==> src/rtl/instr_fetch_seq.sv <==
// instr_fetch_seq: byte-serial fetch of a 32-bit instruction word into the instruction register.
// Optional FETCH_ALIGN_CHECK_EN: a misaligned pc completes at once with misalign_err and no reads.
module instr_fetch_seq #(
    parameter int ADDR_W  = 32,
    parameter int MEM_LAT = 1
) (
    input  logic              clk,
    input  logic              reset,
    input  logic              fetch_req,
    input  logic [ADDR_W-1:0] pc,
    input  logic              flush,
    output logic [ADDR_W-1:0] mem_addr,
    output logic              mem_rd,
    input  logic [7:0]        mem_rdata,
    output logic [7:0]        instr8bit_top,
    output logic [3:0]        IRWrite,
    output logic              fetch_en,
    output logic              busy,
    output logic              done
`ifdef FETCH_ALIGN_CHECK_EN
    ,
    output logic              misalign_err
`endif
);
    typedef enum logic [2:0] {IDLE, REQ, WAIT, CAPTURE, DONE} state_t;
    state_t            state_q;
    logic [1:0]        k_q;
    logic [3:0]        cnt_q;
    logic [ADDR_W-1:0] pc_q;
    logic [ADDR_W-1:0] mem_addr_q;
    logic              mem_rd_q;
    logic              skip;
`ifdef FETCH_ALIGN_CHECK_EN
    logic              misalign_q;
    assign skip = pc[1:0] != 2'b00;
    // Only set on the cycle after a misaligned accept, which is the DONE cycle.
    always_ff @(posedge clk)
        misalign_q <= !reset && !flush && fetch_req && skip && (state_q == IDLE || state_q == DONE);
    assign misalign_err = misalign_q;
`else
    assign skip = 1'b0;
`endif
    always_ff @(posedge clk) begin
        if (reset) begin
            state_q    <= IDLE;
            k_q        <= 2'd0;
            cnt_q      <= 4'd0;
            pc_q       <= '0;
            mem_addr_q <= '0;
            mem_rd_q   <= 1'b0;
        end else begin
            mem_rd_q <= 1'b0;
            if (flush) state_q <= IDLE;
            else case (state_q)
                IDLE, DONE: if (fetch_req) begin
                    pc_q <= pc;
                    k_q  <= 2'd0;
                    if (skip) state_q <= DONE;
                    else begin
                        state_q    <= REQ;
                        mem_rd_q   <= 1'b1;
                        mem_addr_q <= pc;
                    end
                end else state_q <= IDLE;
                REQ: begin
                    state_q <= MEM_LAT == 1 ? CAPTURE : WAIT;
                    cnt_q   <= 4'(MEM_LAT - 1);
                end
                WAIT: begin
                    cnt_q <= cnt_q - 4'd1;
                    if (cnt_q == 4'd1) state_q <= CAPTURE;
                end
                CAPTURE: if (k_q == 2'd3) state_q <= DONE;
                else begin
                    k_q        <= k_q + 2'd1;
                    state_q    <= REQ;
                    mem_rd_q   <= 1'b1;
                    mem_addr_q <= pc_q + ADDR_W'(k_q + 2'd1);
                end
                default: state_q <= IDLE;
            endcase
        end
    end
    assign mem_addr      = mem_addr_q;
    assign mem_rd        = mem_rd_q && !flush;
    assign instr8bit_top = state_q == CAPTURE ? mem_rdata : 8'h00;
    assign IRWrite       = (state_q == CAPTURE && !flush) ? 4'b1000 >> k_q : 4'b0000;
    assign busy          = state_q == REQ || state_q == WAIT || state_q == CAPTURE;
    assign fetch_en      = !busy;
    assign done          = state_q == DONE;
endmodule
==> config.mk <==
export PLATFORM = sky130hd
export DESIGN_NAME = instr_fetch_seq
export DESIGN_NICKNAME = d
export VERILOG_FILES = /design/src/rtl/instr_fetch_seq.sv
export SDC_FILE = /design/constraint.sdc
export NUM_CORES = 1
export LEC_CHECK = 0
export ABC_AREA = 0
export CAP_MARGIN = 40
export CORE_MARGIN = 4
export CORE_UTILIZATION = 46
export DETAILED_ROUTE_END_ITERATION = 7
export DONT_BUFFER_PORTS = 1
export GPL_TIMING_DRIVEN = 0
export PLACE_DENSITY = 0.67
export REMOVE_ABC_BUFFERS = 1
export SLEW_MARGIN = 40
export SYNTH_ARGS = -nofsm -noshare
export SYNTH_HDL_FRONTEND = slang
export SYNTH_SLANG_ARGS = --single-unit
==> constraint.sdc <==
create_clock -name clk -period 2.7 [get_ports clk]
set_input_delay 0.675 -clock clk [delete_from_list [all_inputs] [get_ports clk]]
set_output_delay 0.675 -clock clk [all_outputs]
set_load 0.01 [all_outputs]
# Yosys cells after proc, flatten, opt, wreduce, memory -nomap -nowiden
# Cells that the tools add are included.
[totals] register_bits=74 mem_bits_ro=0 latchBits=0 input_bits=44 mem_bits_rw=0 wordCells=51 out_inout_bits=48 mem_count=0
[classes] n_reduce_logical=14 eq_ne=9 addsub=4 order_cmp=0 shift=1 div_mod_pow=0 bitwise=1 muxes=16 mul=0
[ops] cell="two-way mux 32 bit" count=2
[ops] cell="one-hot mux 32 bit (2 select lines)" count=1
[ops] cell="adder 32 x 3 -> 32 bit" count=1
[ops] cell="one-hot mux 3 bit (4 select lines)" count=1
[ops] cell="two-way mux 8 bit" count=1
[ops] cell="one-hot mux 4 bit (2 select lines)" count=1
[ops] cell="== test 3 x 2 -> 1 bit (second input constant)" count=2
[ops] cell="two-way mux 3 bit" count=2
[ops] cell="inequality test 2 bit (second input constant)" count=3
[ops] cell="== test 4 x 1 -> 1 bit (second input constant)" count=1
[ops] cell="two-way mux 2 bit" count=2
[ops] cell="two-way mux 4 bit" count=1
[ops] cell="one-hot mux 2 bit (2 select lines)" count=1
[ops] cell="AND reduction 4 bit" count=1
[ops] cell="nonzero test 2 bit" count=2
[ops] cell="OR reduction 2 bit" count=2
[ops] cell=">> shifter 4 x 2 -> 4 bit (first input constant)" count=1
[ops] cell="subtractor 4 x 1 -> 4 bit (second input constant)" count=1
[ops] cell="adder 2 x 1 -> 3 bit (second input constant)" count=1
[ops] cell="== test 3 x 1 -> 1 bit (second input constant)" count=1
[ops] cell="== test 3 bit (second input constant)" count=1
[ops] cell="zero test 3 bit" count=1
[ops] cell="two-way mux 1 bit" count=3
[ops] cell="AND reduction 3 bit" count=1
[ops] cell="8 further kinds" count=11

# Longest topological paths before layout
# Gate-level depths: netlist (run 1).
[logic_depth] depth_word=4 depth_mapped=9

# Least setup slack after synthesis (run 1)
# No wires, ideal clock.
[synth_path] path_kind="register to register" start="register k_q[0]" end="register mem_addr_q[10] (netlist: mem_addr[10])" slack_ns=0.558 synth_period_minus_slack_ns=2.142 stages_incl_launch_ff=10 arrival_time_ns=2.046 cell_sequence="dfxtp_1 inv_1 ha_1 fa_1 and3b_1 clkbuf_1 nand4_1 xnor2_1 nor2_1 o41ai_2"
[synth_between] elab_chain_len=4
[synth_rtl] element="from (decl)" line_no="27" source="logic [1:0] k_q;"
[synth_rtl] element="from (signal assigned)" line_no="75" source="k_q <= k_q + 2'd1;"
[synth_rtl] element="adder 2 x 1 -> 3 bit" line_no="78" source="mem_addr_q <= pc_q + ADDR_W'(k_q + 2'd1);"
[synth_rtl] element="adder 32 x 3 -> 32 bit" line_no="78"
[synth_rtl] element="two-way mux 32 bit" line_no="73" source="CAPTURE: if (k_q == 2'd3) state_q <= DONE;"
[synth_rtl] element="one-hot mux 32 bit (2 select lines)" line_no="54" source="else case (state_q)"
[synth_rtl] element="to (signal assigned)" line_no="62" source="mem_addr_q <= pc;"
[synth_rtl] element="to (signal assigned)" line_no="78"
[synth_rtl] element="to (decl)" line_no="30" source="logic [ADDR_W-1:0] mem_addr_q;"
# Several ways; a longest one is shown, not always the timed one. The select of a mux whose other input is x is not followed.
# A chain may end at the register's enable or synchronous reset.

# Worst setup path in the final report (run 1)
[layout_path] start="register k_q[0]" end="register mem_addr_q[29] (netlist: mem_addr[29])"
# The elaborated chain is that of the path after synthesis.

==> metrics.txt, run 1 <==
status=finished clean; GR Util met2=31.51%; most frequent cell after synthesis=nand2_1; FFs w/ async S/R, synth=0%; worst r2r src=k_q[0]; IO buf count=0; drt drc=0; PostCTS Resize Cnt=0; Clk pin slew, worst setup/hold paths=0.08 ns; critical path's slowest cell=nor2b_1; Setup crit start kind=flop; area growth from synthesis to layout=6.749%; RSZ-0062 raised after global routing=false; cell count after placement=550; Final setup viols=0; via count=3186; first-pass GRT wire length=15.50 mm; Min-Delay Path Class=in -> reg; nets=510; number of detailed-route iterations in the first pass=4; Core Region=8175 sq um; WL final=9.582 mm; # diodes=0; Vias/cell=5.619; gpl congestion=0.8010; fin area=4096 sq um; GRT Total Usage=19.59%; Fin Setup TNS=0 ns; top-area cell type share of the netlist area=38.60%; Power Total=2.302 mW; Synth Flop Type=dfxtp_1; critical path class=reg -> reg; VDD IR max=245.6 uV; Post-Syn Instances=471; Multi-input gate area=2168 sq um; max_slew headroom=53.75%; yosys warns=0; Root Driver=clkbuf_8; postcts setup bufs=1; CTS tree=done; instance area at placement=3894 sq um; DRT iter0 DRCs=173; final hold violations=0; Yosys cell types=55; Synth Register Bits=74; Leak=1.378 nW; Fillers=800; detailed-route wire length per cell=16.90 microns; largest net degree at the start of global routing=72; share of layout cells above drive strength 1=9.524%; Sink Count=74; crit path launch=k_q[0]; FF-to-FF path depth=7; Antenna Nets Post-Route=0; pre-CTS setup slack=0.1302 ns; Syn Area/Cell=8.147 sq um; Hold Startpoint=reset; WP data required=2.91 ns; worst-case clock buffer depth=2; vias in the first global route=3112; GRT busiest layer=met2; setup ws final=0.2323 ns; Max FO, Critical Path=8; total global routing overflow=0; CTS Buf Count=9; worst hold margin=0.3926 ns; Layout Cells excl Fill=567; number of max-cap violations=0; GR Util met1=24.21%; Syn Std Cell Area=3837 sq um; area leader, netlist=dfxtp_1; pwr dens=561.9 nW/um^2; # rows=33; Clk Latency, worst-skew pair=0.35 ns; crit end category=flop; final core utilization=50.11%; Die X-Extent=99.34 microns; M3 GR Usage=6.592%; dpl hpwl=6.748 mm; Hold Path Depth=1; Slew @ Worst Pin=0.6920 ns; IO Pins=92; Slew Limit Fails=0; Tmin final=2.468 ns; Die Area=9867 sq um; Hold-fix buffers, CTS=0; register area=1481 sq um; htree depth=3; period utilization=91.39%; Peak Freq=0.4052 GHz; Post-synth EDFFs=0; Area contributors post-synth=dfxtp_1 39%, nand2_1 8.2%, xnor2_1 6.6%; critical path cell sequence=inv_1 > ha_1 > nor2b_1 > o2111ai_2 > nor4_2 > xnor2_1 > o22ai_2; Initial Util=46.94%; Fin Clk Skew=0.01229 ns; list of most frequent post-synthesis cells=84 x nand2_1, 74 x dfxtp_1, 46 x a21oi_1; CP peak stage delay=0.49 ns; Crit path arrival time=2.68 ns; Vert. Die Dim=99.34 microns; initial antenna violation count=0; sequential fraction of the synthesis area=38.60%
-- worst paths after layout --
path	to	slack [ns]
worst max register to register	mem_addr[29]	0.23
worst min-delay path	mem_addr[9]	0.39
worst min register to register	pc_q[31]	0.47
worst max-delay path	mem_addr[29]	0.23
-- metal layers --
| metal | vias up | share of wire, % | routed length [microns] |
|---|---|---|---|
| li1 | 1598 | - | - |
| met1 | 1491 | 43 | 4081 |
| met2 | 86 | 48 | 4583 |
| met3 | 11 | 8.4 | 802 |
| met4 | 0 | 1.2 | 114 |
| met5 | - | 0 | 0 |
-- flip-flops by register name, indices dropped and copies added, names as in the netlist --
signal,cells
cnt_q,4
k_q,2
mem_rd_q,1
pc_q,32
mem_addr,32
state_q,3
-- worst max-delay path, delay by kind of cell, from the launching register on --
family	cells	cell delay (ns)
AND/OR/NAND/NOR	2	0.90
adder cells (fa/ha/maj)	1	0.25
AO/OA/AOI/OAI	2	0.50
XOR/XNOR	1	0.18
buffers and inverters	1	0.11
flip-flops	1	0.38
-- cell families after synthesis --
group	synth area share (%)
and+or+nand+nor	27.16
AOI/OAI and AO/OA	18.59
DFF	38.60
buffers and inverters	5.184
xor gates and xnor gates	7.075
adders and majority gates	3.130
muxes	0.2609
-- cell usage in the layout, fill, tap and decap left out, types with 5 or more instances in the layout --
cell,instances
nand2_1,84
dfxtp_1,74
a21oi_1,46
nor2_1,43
xnor2_1,29
and2_1,15
inv_1,13
a21boi_1,12
nand3_1,10
o21ai_1,10
o22ai_1,10
clkbuf_8,10
nor3_1,8
ha_1,8
nand4_1,6
nand3b_1,5
nor4_2,5
-- cell type report --
type | instances | share of cell area, %
Multi-Input combinational cell | 352 | 52.93
Sequential cell | 74 | 36.16
Clock buffer | 11 | 3.451
Tap cell | 105 | 3.207
Timing Repair Buffer | 7 | 1.741
Clock inverter | 5 | 1.313
Inverter | 13 | 1.191
-- report_power, final --
group	switching, mW	internal [mW]	total, mW
Sequential	0.0701	1.15	1.22
Clock	0.423	0.450	0.873
Combinational	0.115	0.0943	0.209
Total	0.608	1.69	2.30
No activity file was read; power rests on OpenSTA's default activity.
==> inputs of run 2 (changes only) <==
Settings changed: GPL_ROUTABILITY_DRIVEN set to 0.
==> results of run 2 <==
No change in the layout: final DEF, timing and power equal those of run 1.
